`config.mk`:
```
export PLATFORM = sky130hd
export DESIGN_NAME = iterative_divider
export DESIGN_NICKNAME = d
export VERILOG_FILES = /design/src/rtl/iterative_divider.sv
export SDC_FILE = /design/constraint.sdc
export NUM_CORES = 1
export LEC_CHECK = 0
export BUFFER_PORTS_ARGS = -buffer_cell sky130_fd_sc_hd__buf_2
export CORE_ASPECT_RATIO = 2
export CORE_UTILIZATION = 60
export CTS_BUF_LIST = sky130_fd_sc_hd__clkbuf_8
export CTS_CLUSTER_SIZE = 28
export DETAILED_ROUTE_END_ITERATION = 12
export MAX_ROUTING_LAYER = met4
export PLACE_DENSITY = 0.81
export SLEW_MARGIN = 15
export SYNTH_ARGS = -nofsm -noshare
export SYNTH_HDL_FRONTEND = slang
export SYNTH_SLANG_ARGS = --single-unit
```
`constraint.sdc`:
```
create_clock -name clk -period 6.74 [get_ports clk]
set_input_delay 1.348 -clock clk [delete_from_list [all_inputs] [get_ports clk]]
set_output_delay 1.348 -clock clk [all_outputs]
set_load 0.05 [all_outputs]
```
`src/rtl/iterative_divider.sv`:
```
// Multi-cycle restoring divider for RV64M DIV/DIVU/REM/REMU.
// Optional DIV_EARLY_OUT_EN: divide-by-zero and signed overflow skip the iterative phase.
module iterative_divider #(
   parameter int XLEN = 64
) (
   input  logic            clk,
   input  logic            rst,
   input  logic            start,
   input  logic [1:0]      op,
   input  logic [XLEN-1:0] a,
   input  logic [XLEN-1:0] b,
   output logic            busy,
   output logic            done,
   output logic [XLEN-1:0] result,
   output logic            div_by_zero
);

   localparam int CW = $clog2(XLEN) + 1;
   localparam logic [XLEN-1:0] MIN_NEG = {1'b1, {(XLEN-1){1'b0}}};

   typedef enum logic [1:0] {IDLE, CALC, FIXUP, DONE} state_t;

   state_t          state_q, state_d;
   logic [CW-1:0]   cnt_q, cnt_d;
   logic [XLEN-1:0] dvd_q, dvd_d;
   logic [XLEN-1:0] dvs_q, dvs_d;
   logic [XLEN-1:0] rem_q, rem_d;
   logic [XLEN-1:0] a_q, a_d;
   logic            neg_q_q, neg_q_d;
   logic            neg_r_q, neg_r_d;
   logic            is_rem_q, is_rem_d;
   logic            bz_q, bz_d;
   logic            ovf_q, ovf_d;
   logic [XLEN-1:0] result_q, result_d;
   logic            dbz_q, dbz_d;

   logic            is_signed_in;
   logic            a_neg, b_neg;
   logic [XLEN-1:0] abs_a, abs_b;
   logic            b_zero_in, ovf_in;
   logic [XLEN:0]   rem_shift, trial;
   logic            borrow;
   logic [XLEN-1:0] q_fix, r_fix, q_sel, r_sel;

   assign is_signed_in = ~op[0];
   assign a_neg        = is_signed_in & a[XLEN-1];
   assign b_neg        = is_signed_in & b[XLEN-1];
   assign abs_a        = a_neg ? -a : a;
   assign abs_b        = b_neg ? -b : b;
   assign b_zero_in    = (b == '0);
   assign ovf_in       = is_signed_in & (a == MIN_NEG) & (b == '1);

   // One restoring step: the borrow of the trial subtraction selects restore vs. keep.
   assign rem_shift = {rem_q, dvd_q[XLEN-1]};
   assign trial     = rem_shift - {1'b0, dvs_q};
   assign borrow    = trial[XLEN];

   assign q_fix = neg_q_q ? -dvd_q : dvd_q;
   assign r_fix = neg_r_q ? -rem_q : rem_q;

   // Special cases override the iterated values, which may never have been computed on early-out.
   always_comb begin
      q_sel = q_fix;
      r_sel = r_fix;
      if (bz_q) begin
         q_sel = '1;
         r_sel = a_q;
      end else if (ovf_q) begin
         q_sel = a_q;
         r_sel = '0;
      end
   end

   always_comb begin
      state_d  = state_q;
      cnt_d    = cnt_q;
      dvd_d    = dvd_q;
      dvs_d    = dvs_q;
      rem_d    = rem_q;
      a_d      = a_q;
      neg_q_d  = neg_q_q;
      neg_r_d  = neg_r_q;
      is_rem_d = is_rem_q;
      bz_d     = bz_q;
      ovf_d    = ovf_q;
      result_d = result_q;
      dbz_d    = dbz_q;
      case (state_q)
         IDLE, DONE: begin
            if (state_q == DONE) state_d = IDLE;
            if (start) begin
               dvd_d    = abs_a;
               dvs_d    = abs_b;
               rem_d    = '0;
               a_d      = a;
               cnt_d    = '0;
               neg_q_d  = a_neg ^ b_neg;
               neg_r_d  = a_neg;
               is_rem_d = op[1];
               bz_d     = b_zero_in;
               ovf_d    = ovf_in;
`ifdef DIV_EARLY_OUT_EN
               state_d  = (b_zero_in | ovf_in) ? FIXUP : CALC;
`else
               state_d  = CALC;
`endif
            end
         end
         CALC: begin
            rem_d = borrow ? rem_shift[XLEN-1:0] : trial[XLEN-1:0];
            dvd_d = {dvd_q[XLEN-2:0], ~borrow};
            cnt_d = cnt_q + CW'(1);
            if (cnt_q == CW'(XLEN - 1)) state_d = FIXUP;
         end
         FIXUP: begin
            result_d = is_rem_q ? r_sel : q_sel;
            dbz_d    = bz_q;
            state_d  = DONE;
         end
         default: state_d = IDLE;
      endcase
   end

   always_ff @(posedge clk) begin
      if (rst) begin
         state_q  <= IDLE;
         cnt_q    <= '0;
         dvd_q    <= '0;
         dvs_q    <= '0;
         rem_q    <= '0;
         a_q      <= '0;
         neg_q_q  <= 1'b0;
         neg_r_q  <= 1'b0;
         is_rem_q <= 1'b0;
         bz_q     <= 1'b0;
         ovf_q    <= 1'b0;
         result_q <= '0;
         dbz_q    <= 1'b0;
      end else begin
         state_q  <= state_d;
         cnt_q    <= cnt_d;
         dvd_q    <= dvd_d;
         dvs_q    <= dvs_d;
         rem_q    <= rem_d;
         a_q      <= a_d;
         neg_q_q  <= neg_q_d;
         neg_r_q  <= neg_r_d;
         is_rem_q <= is_rem_d;
         bz_q     <= bz_d;
         ovf_q    <= ovf_d;
         result_q <= result_d;
         dbz_q    <= dbz_d;
      end
   end

   assign busy        = (state_q == CALC) || (state_q == FIXUP);
   assign done        = (state_q == DONE);
   assign result      = result_q;
   assign div_by_zero = dbz_q;

endmodule

```
==> results of run 1 <==
==> per-layer routing <==
metal  vias up  GRT usage [%]
li1      11847              -
met1     11713           43.8
met2      1386           73.9
met3       456           6.62
met4         0           39.6
met5         -              -
==> power breakdown <==
part / switching [uW] / total [uW] / leakage [uW] / internal (uW)
Combinational: 2810 / 4100 / 0.00672 / 1290
Sequential: 436 / 2830 / 0.00274 / 2390
Clock: 882 / 1770 / 0.000563 / 885
==> tightest hold or removal path, stage by stage (launching register included) <==
cell,delay [ns]
dfxtp_1,0.31
nand2_1,0.05
a21oi_1,0.05
==> metrics by stage <==
stage	total power [uW]	instances	hold slack, ns	worst slack [ns]	utilization [%]
detailed placement	6840	3801	0.447	1.82	64.0
finish	8690	3897	0.450	1.87	66.7
CTS	8590	3891	0.454	1.96	66.6
global placement	6740	3801	0.441	1.87	64.0
global route	9160	3897	0.474	1.61	66.7
floorplan	5660	3262	0.432	2.74	-
==> worst max path at each step <==
stage	start	slack [ns]	endpoint	depth (start not counted)
2_1_floorplan	b[34]	2.74	dvs_q[58]	8
3_5_place_dp	a[10]	1.82	dvd_q[50]	11
5_1_grt	rem_q[8]	1.61	rem_q[63]	10
4_1_cts	dvd_q[63]	1.96	rem_q[63]	14
3_3_place_gp	a[10]	1.87	dvd_q[50]	11
6_report	dvd_q[63]	1.87	rem_q[63]	14
==> area by class of cell <==
type,count,area (sq um)
timing repair buffer,235,1270
clock buffer,56,771
fill,3499,12900
inverter,110,413
sequential,335,6710
clock inverter,34,251
multi-input combinational,2601,15700
tap,520,651
antenna,6,15.0
==> cells by family after synthesis <==
kind of cell / after synthesis / share of synthesized area, %
buffers and inverters: 326 / 5.27
adder cells (fa/ha/maj): 75 / 4.00
AND/OR/NAND/NOR: 1147 / 22.2
flip-flops: 335 / 28.4
XOR/XNOR: 296 / 11.0
multiplexers: 22 / 0.955
AO/OA/AOI/OAI: 1061 / 28.2
==> cells in the final DEF (no fill, tap or decap), types with 16 or more instances in the layout <==
cell type,netlist,final
mux2i_1,18,18
and3_1,16,16
nor2_1,281,278
a31oi_1,27,27
nand3_1,36,36
buf_2,7,198
nand4_1,42,42
xnor2_1,178,177
nand2_1,511,510
inv_1,109,121
ha_1,73,71
a21oi_1,325,324
nor4_1,35,34
nand2b_1,25,25
nor3_1,56,56
a22o_1,20,20
clkbuf_8,0,56
o211ai_1,25,25
or3_1,45,45
a311oi_1,23,23
xor2_1,118,118
a211oi_1,76,76
a22oi_1,21,21
buf_4,0,36
o21bai_1,17,17
dfxtp_1,335,331
or4_1,25,25
o31ai_1,64,64
a21o_1,19,19
o41ai_1,26,26
o21ai_0,288,288
==> flip-flops by register name (all words and copies together) (netlist names) <==
name         cells
neg_r_q          1
dvs_q           64
cnt_q            7
div_by_zero      1
bz_q             1
neg_q_q          1
rem_q           64
dvd_q           64
is_rem_q         1
state_q          2
ovf_q            1
result          64
a_q             64
==> flow_metrics.tcl, run 1 <==
set metrics [dict create \
    slew_violations 0 \
    grt_pass1_vias 24326 \
    drt_iter0_drc 2033 \
    syn_area_per_cell_sq_um 7.23 \
    wire_per_inst_microns 22.3 \
    rr_worst_depth 14 \
    route.met2.wl_microns 41800 \
    r2r-start "dvd_q[63]" \
    drtPass1Iterations 7 \
    numCtsBuffers 49 \
    cap_violations 0 \
    max_freq_mhz 205 \
    wl_met1_microns 29400 \
    tightest_slew_ns 1.09 \
    cp-start-kind "register" \
    status "complete, no violations" \
    critPathMaxFanout 76 \
    clock_sinks 335 \
    gp_congestion 1.08 \
    pwr_density_cell_mw_per_mm2 337 \
    routed-via-count 25402 \
    final_area_sq_mm 0.0258 \
    crit_arrival_ns 5.38 \
    synthTopCellsByCount "nand2_1 (511), dfxtp_1 (335), a21oi_1 (325)" \
    synthCells 3262 \
    seq_area_frac_synth_pct 28.4 \
    initial_core_util_pct 61.0 \
    ys_warn_count 0 \
    regToRegSetupSlack_ns 1.87 \
    hpwl_microns 64400 \
    yosys.cell_count.top_type "nand2_1" \
    vias_per_cell 6.52 \
    slew_headroom_pct 27.0 \
    io_buffers 199 \
    hold_viol_final 0 \
    grt.total_usage_pct 44.0 \
    grt_pass1_wl_microns 133000 \
    async_reset_ff_share_pct 0 \
    antenna_found_initial 6 \
    core-area_sq_mm 0.0387 \
    min_path_type "reg -> reg" \
    synth_seq_cells 335 \
    post_cts_buffers 0 \
    crit_type "reg -> reg" \
    synthTopCellsByArea "dfxtp_1 (28%), nand2_1 (8.1%), a21oi_1 (6.9%)" \
    postRouteAntennaNets 0 \
    synth_ff_type "dfxtp_1" \
    areaGrowthSynthToFinish_pct 9.36 \
    path_cells "inv_1 -> ha_1 -> fa_1 -> nor2b_1 -> o21a_1 -> a311o_1 -> a21oi_1 -> buf_4 -> o211ai_1 -> a2111o_1 -> xnor2_2 -> buf_4 -> nor2_1 -> a221o_1" \
    die_area_sq_mm 0.0401 \
    crit_family "compound AO/OA/AOI/OAI gates" \
    crit_slowest_cell "buf_4" \
    setup_tns_ns 0 \
    clockBufferDepth 3 \
    grt_overflow_total 0 \
    wl_microns 86800 \
    clock_latency_ns 0.65 \
    setup_viol 0 \
    post-synth-top-area-cell "dfxtp_1" \
    synth_edf_count 0 \
    cts-hold-fix-buffers 0 \
    final_nets 3539 \
    yosysUniqueCellTypes 80 \
    grt_max_degree 102 \
    ios 200 \
    min_period_ns 4.87 \
    timing.rr.end "rem_q[63]" \
    rsz0062_at_grt "false" \
    ir_drop_v 0.000193 \
    cp-end-kind "register" \
    h-tree-depth 2 \
    synth_top_area_share_pct 28.4 \
    p_leak_uw 0.0100 \
    cts_tree "built" \
    period_share_pct 72.3 \
    final.setup_skew_ns 0.0385 \
    rows 102 \
    synth_nets 3469 \
    highest_layer "met4" \
    drc_errors 0 \
    hold_start "dvs_q[57]" \
    min_to "dvs_q[57]" \
    critPathBufInv 3 \
    cts_root_buffer "clkbuf_8" \
    die_w_microns 142 \
    cpMostUsedCell "buf_4" \
    cts_resized 0 \
    routed-wl-met3_microns 6570 \
    whs_path_depth 2 \
    critPathRequiredTime_ns 7.24 \
    drive_gt1_share_pct 10.8 \
    die_h_microns 282 \
    critPathMaxStageDelay_ns 0.67 \
    path_clk_slew_ns 0.07 \
    syn-cell-area_sq_mm 0.0236 \
    dpl-instance-area_sq_mm 0.0247 \
]
(Power assumes the default switching activity.)
==> run 2: changes to the inputs <==
- CORE_UTILIZATION: 60 -> 57
- clock period: 6.74 -> 4.3 ns (I/O delays scaled with it)
==> run 2 against run 1 <==
Against the previous run:
- flip-flop and latch count unchanged
- routed wire length up 1.6%
- first-iteration DRC count up 5.1%
- register-to-register slack got worse by 1.6 ns
- die area increased by 5.2%
- design area is 1.7% higher
- global-route usage shrank 1.8 points
- worst setup slack lost 1.6 ns
- power rose by 58%
- critical endpoint is now rem_q[17]
- largest power group unchanged
==> flow_metrics.tcl, run 2 (same netlist as run 1, synthesis figures left out) <==
set metrics [dict create \
    drt_iter0_drc 2137 \
    gp_congestion 0.982 \
    cap_violations 0 \
    drtPass1Iterations 6 \
    ir_drop_v 0.000351 \
    path_clk_slew_ns 0.07 \
    wire_per_inst_microns 22.3 \
    hpwl_microns 66300 \
    rows 105 \
    h-tree-depth 2 \
    max_freq_mhz 248 \
    pwr_density_cell_mw_per_mm2 525 \
    r2r-start "rem_q[1]" \
    grt_pass1_wl_microns 137000 \
    critPathMaxFanout 67 \
    die_w_microns 146 \
    final.setup_skew_ns 0.0407 \
    routed-via-count 25738 \
    grt_pass1_vias 25133 \
    setup_viol 0 \
    areaGrowthSynthToFinish_pct 11.3 \
    comb_power_share_pct 47.1 \
    hold_viol_final 0 \
    vias_per_cell 6.50 \
    core-area_sq_mm 0.0409 \
    crit_type "reg -> reg" \
    initial_core_util_pct 57.7 \
    clock_sinks 335 \
    final_cell_mix "nand2_1 (510), dfxtp_1 (331), a21oi_1 (323)" \
    cp-start-kind "register" \
    critPathRequiredTime_ns 4.77 \
    slew_headroom_pct 15.9 \
    postRouteAntennaNets 0 \
    cp-end-kind "register" \
    min_path_type "reg -> reg" \
    die_area_sq_mm 0.0422 \
    switchingPower_uw 6510 \
    period_share_pct 93.7 \
    clkPwrFrac_pct 20.3 \
    clockBufferDepth 3 \
    antenna_found_initial 1 \
    cts_tree "built" \
    nFillCells 3814 \
    swShare_pct 47.3 \
    status "complete, no violations" \
    crit_start "rem_q[1]" \
    p_total_uw 13800 \
    min_period_ns 4.03 \
    tightest_slew_ns 1.26 \
    cts_root_buffer "clkbuf_8" \
    ios 200 \
    io_buffers 199 \
    numCtsBuffers 50 \
    wl_microns 88200 \
    slew_violations 0 \
    setup_tns_ns 0 \
    p_int_uw 7250 \
    crit_arrival_ns 4.50 \
    grt_max_degree 154 \
    cts-hold-fix-buffers 0 \
    seq_power_share_pct 32.6 \
    p_leak_uw 0.0103 \
    rsz0062_at_grt "false" \
    grt.total_usage_pct 42.1 \
    drc_errors 0 \
    clock_latency_ns 0.65 \
    final_common_cell "nand2_1" \
    hold_start "dvs_q[54]" \
    drive_gt1_share_pct 12.2 \
    final_nets 3593 \
    grt_overflow_total 0 \
    die_h_microns 290 \
]
## run 2: final timing paths
kind	endpoint	slack, ns	depth (start not counted)
setup / recovery	rem_q[17]	0.27	12
hold / removal	dvs_q[54]	0.46	2
setup reg to reg	rem_q[17]	0.27	12
hold reg to reg	dvs_q[54]	0.46	2
## run 2: what timing repair did
item | in CTS | in global routing
setup buffers | 0 | 0
resized for setup | 0 | 1
setup endpoints to repair | 0 | 1
## run 2: per-layer routing
layer / wire (microns) / global-route usage [%] / up-vias / part of all wire [%]
li1: - / - / 11947 / -
met5: 0 / - / - / 0
met1: 30500 / 42.3 / 12095 / 35
met3: 6110 / 5.29 / 395 / 6.9
met4: 7710 / 34.1 / 0 / 8.7
met2: 43800 / 73.7 / 1301 / 50
## run 2: through the flow
step / setup slack (ns) / util, % / cells / cell area [sq um] / hold slack, ns
2_1_floorplan: 0.790 / - / 3262 / 23600 / 0.432
3_3_place_gp: 0.357 / 61.6 / 3869 / 25200 / 0.441
3_5_place_dp: 0.261 / 61.6 / 3869 / 25200 / 0.448
4_1_cts: 0.198 / 64.2 / 3961 / 26200 / 0.457
5_1_grt: 0.0363 / 64.2 / 3962 / 26200 / 0.484
6_report: 0.270 / 64.2 / 3962 / 26200 / 0.455
## run 2: area by class of cell
class / instances / area (sq um) / share of cell area (%)
tap: 535 / 669 / 2.55
clock buffer: 61 / 840 / 3.20
multi-input combinational: 2601 / 15700 / 59.9
inverter: 110 / 413 / 1.57
timing repair buffer: 288 / 1700 / 6.46
sequential: 335 / 6710 / 25.6
clock inverter: 31 / 198 / 0.754
antenna: 1 / 2.50 / 0.00954
## run 2: critical path: stages, from the launching register on
cell,delay (ns)
dfxtp_1,0.47
ha_1,0.33
nor2b_1,0.15
o21a_1,0.18
a311o_1,0.40
a21oi_2,0.34
o211ai_1,0.29
a2111o_1,0.56
xnor2_2,0.29
buf_12,0.30
mux2i_1,0.27
a2bb2oi_1,0.20
nor2_1,0.06
## run 2: power by group through the flow
| stage | Combinational (uW) | Sequential, uW | Clock [uW] |
|---|---|---|---|
| after floorplan | 4160 | 4720 | 0 |
| after global placement | 6210 | 4480 | 0 |
| after detailed placement | 6320 | 4510 | 0 |
| after CTS | 6360 | 4450 | 2810 |
| after global routing | 7050 | 4540 | 2940 |
| final | 6480 | 4480 | 2800 |
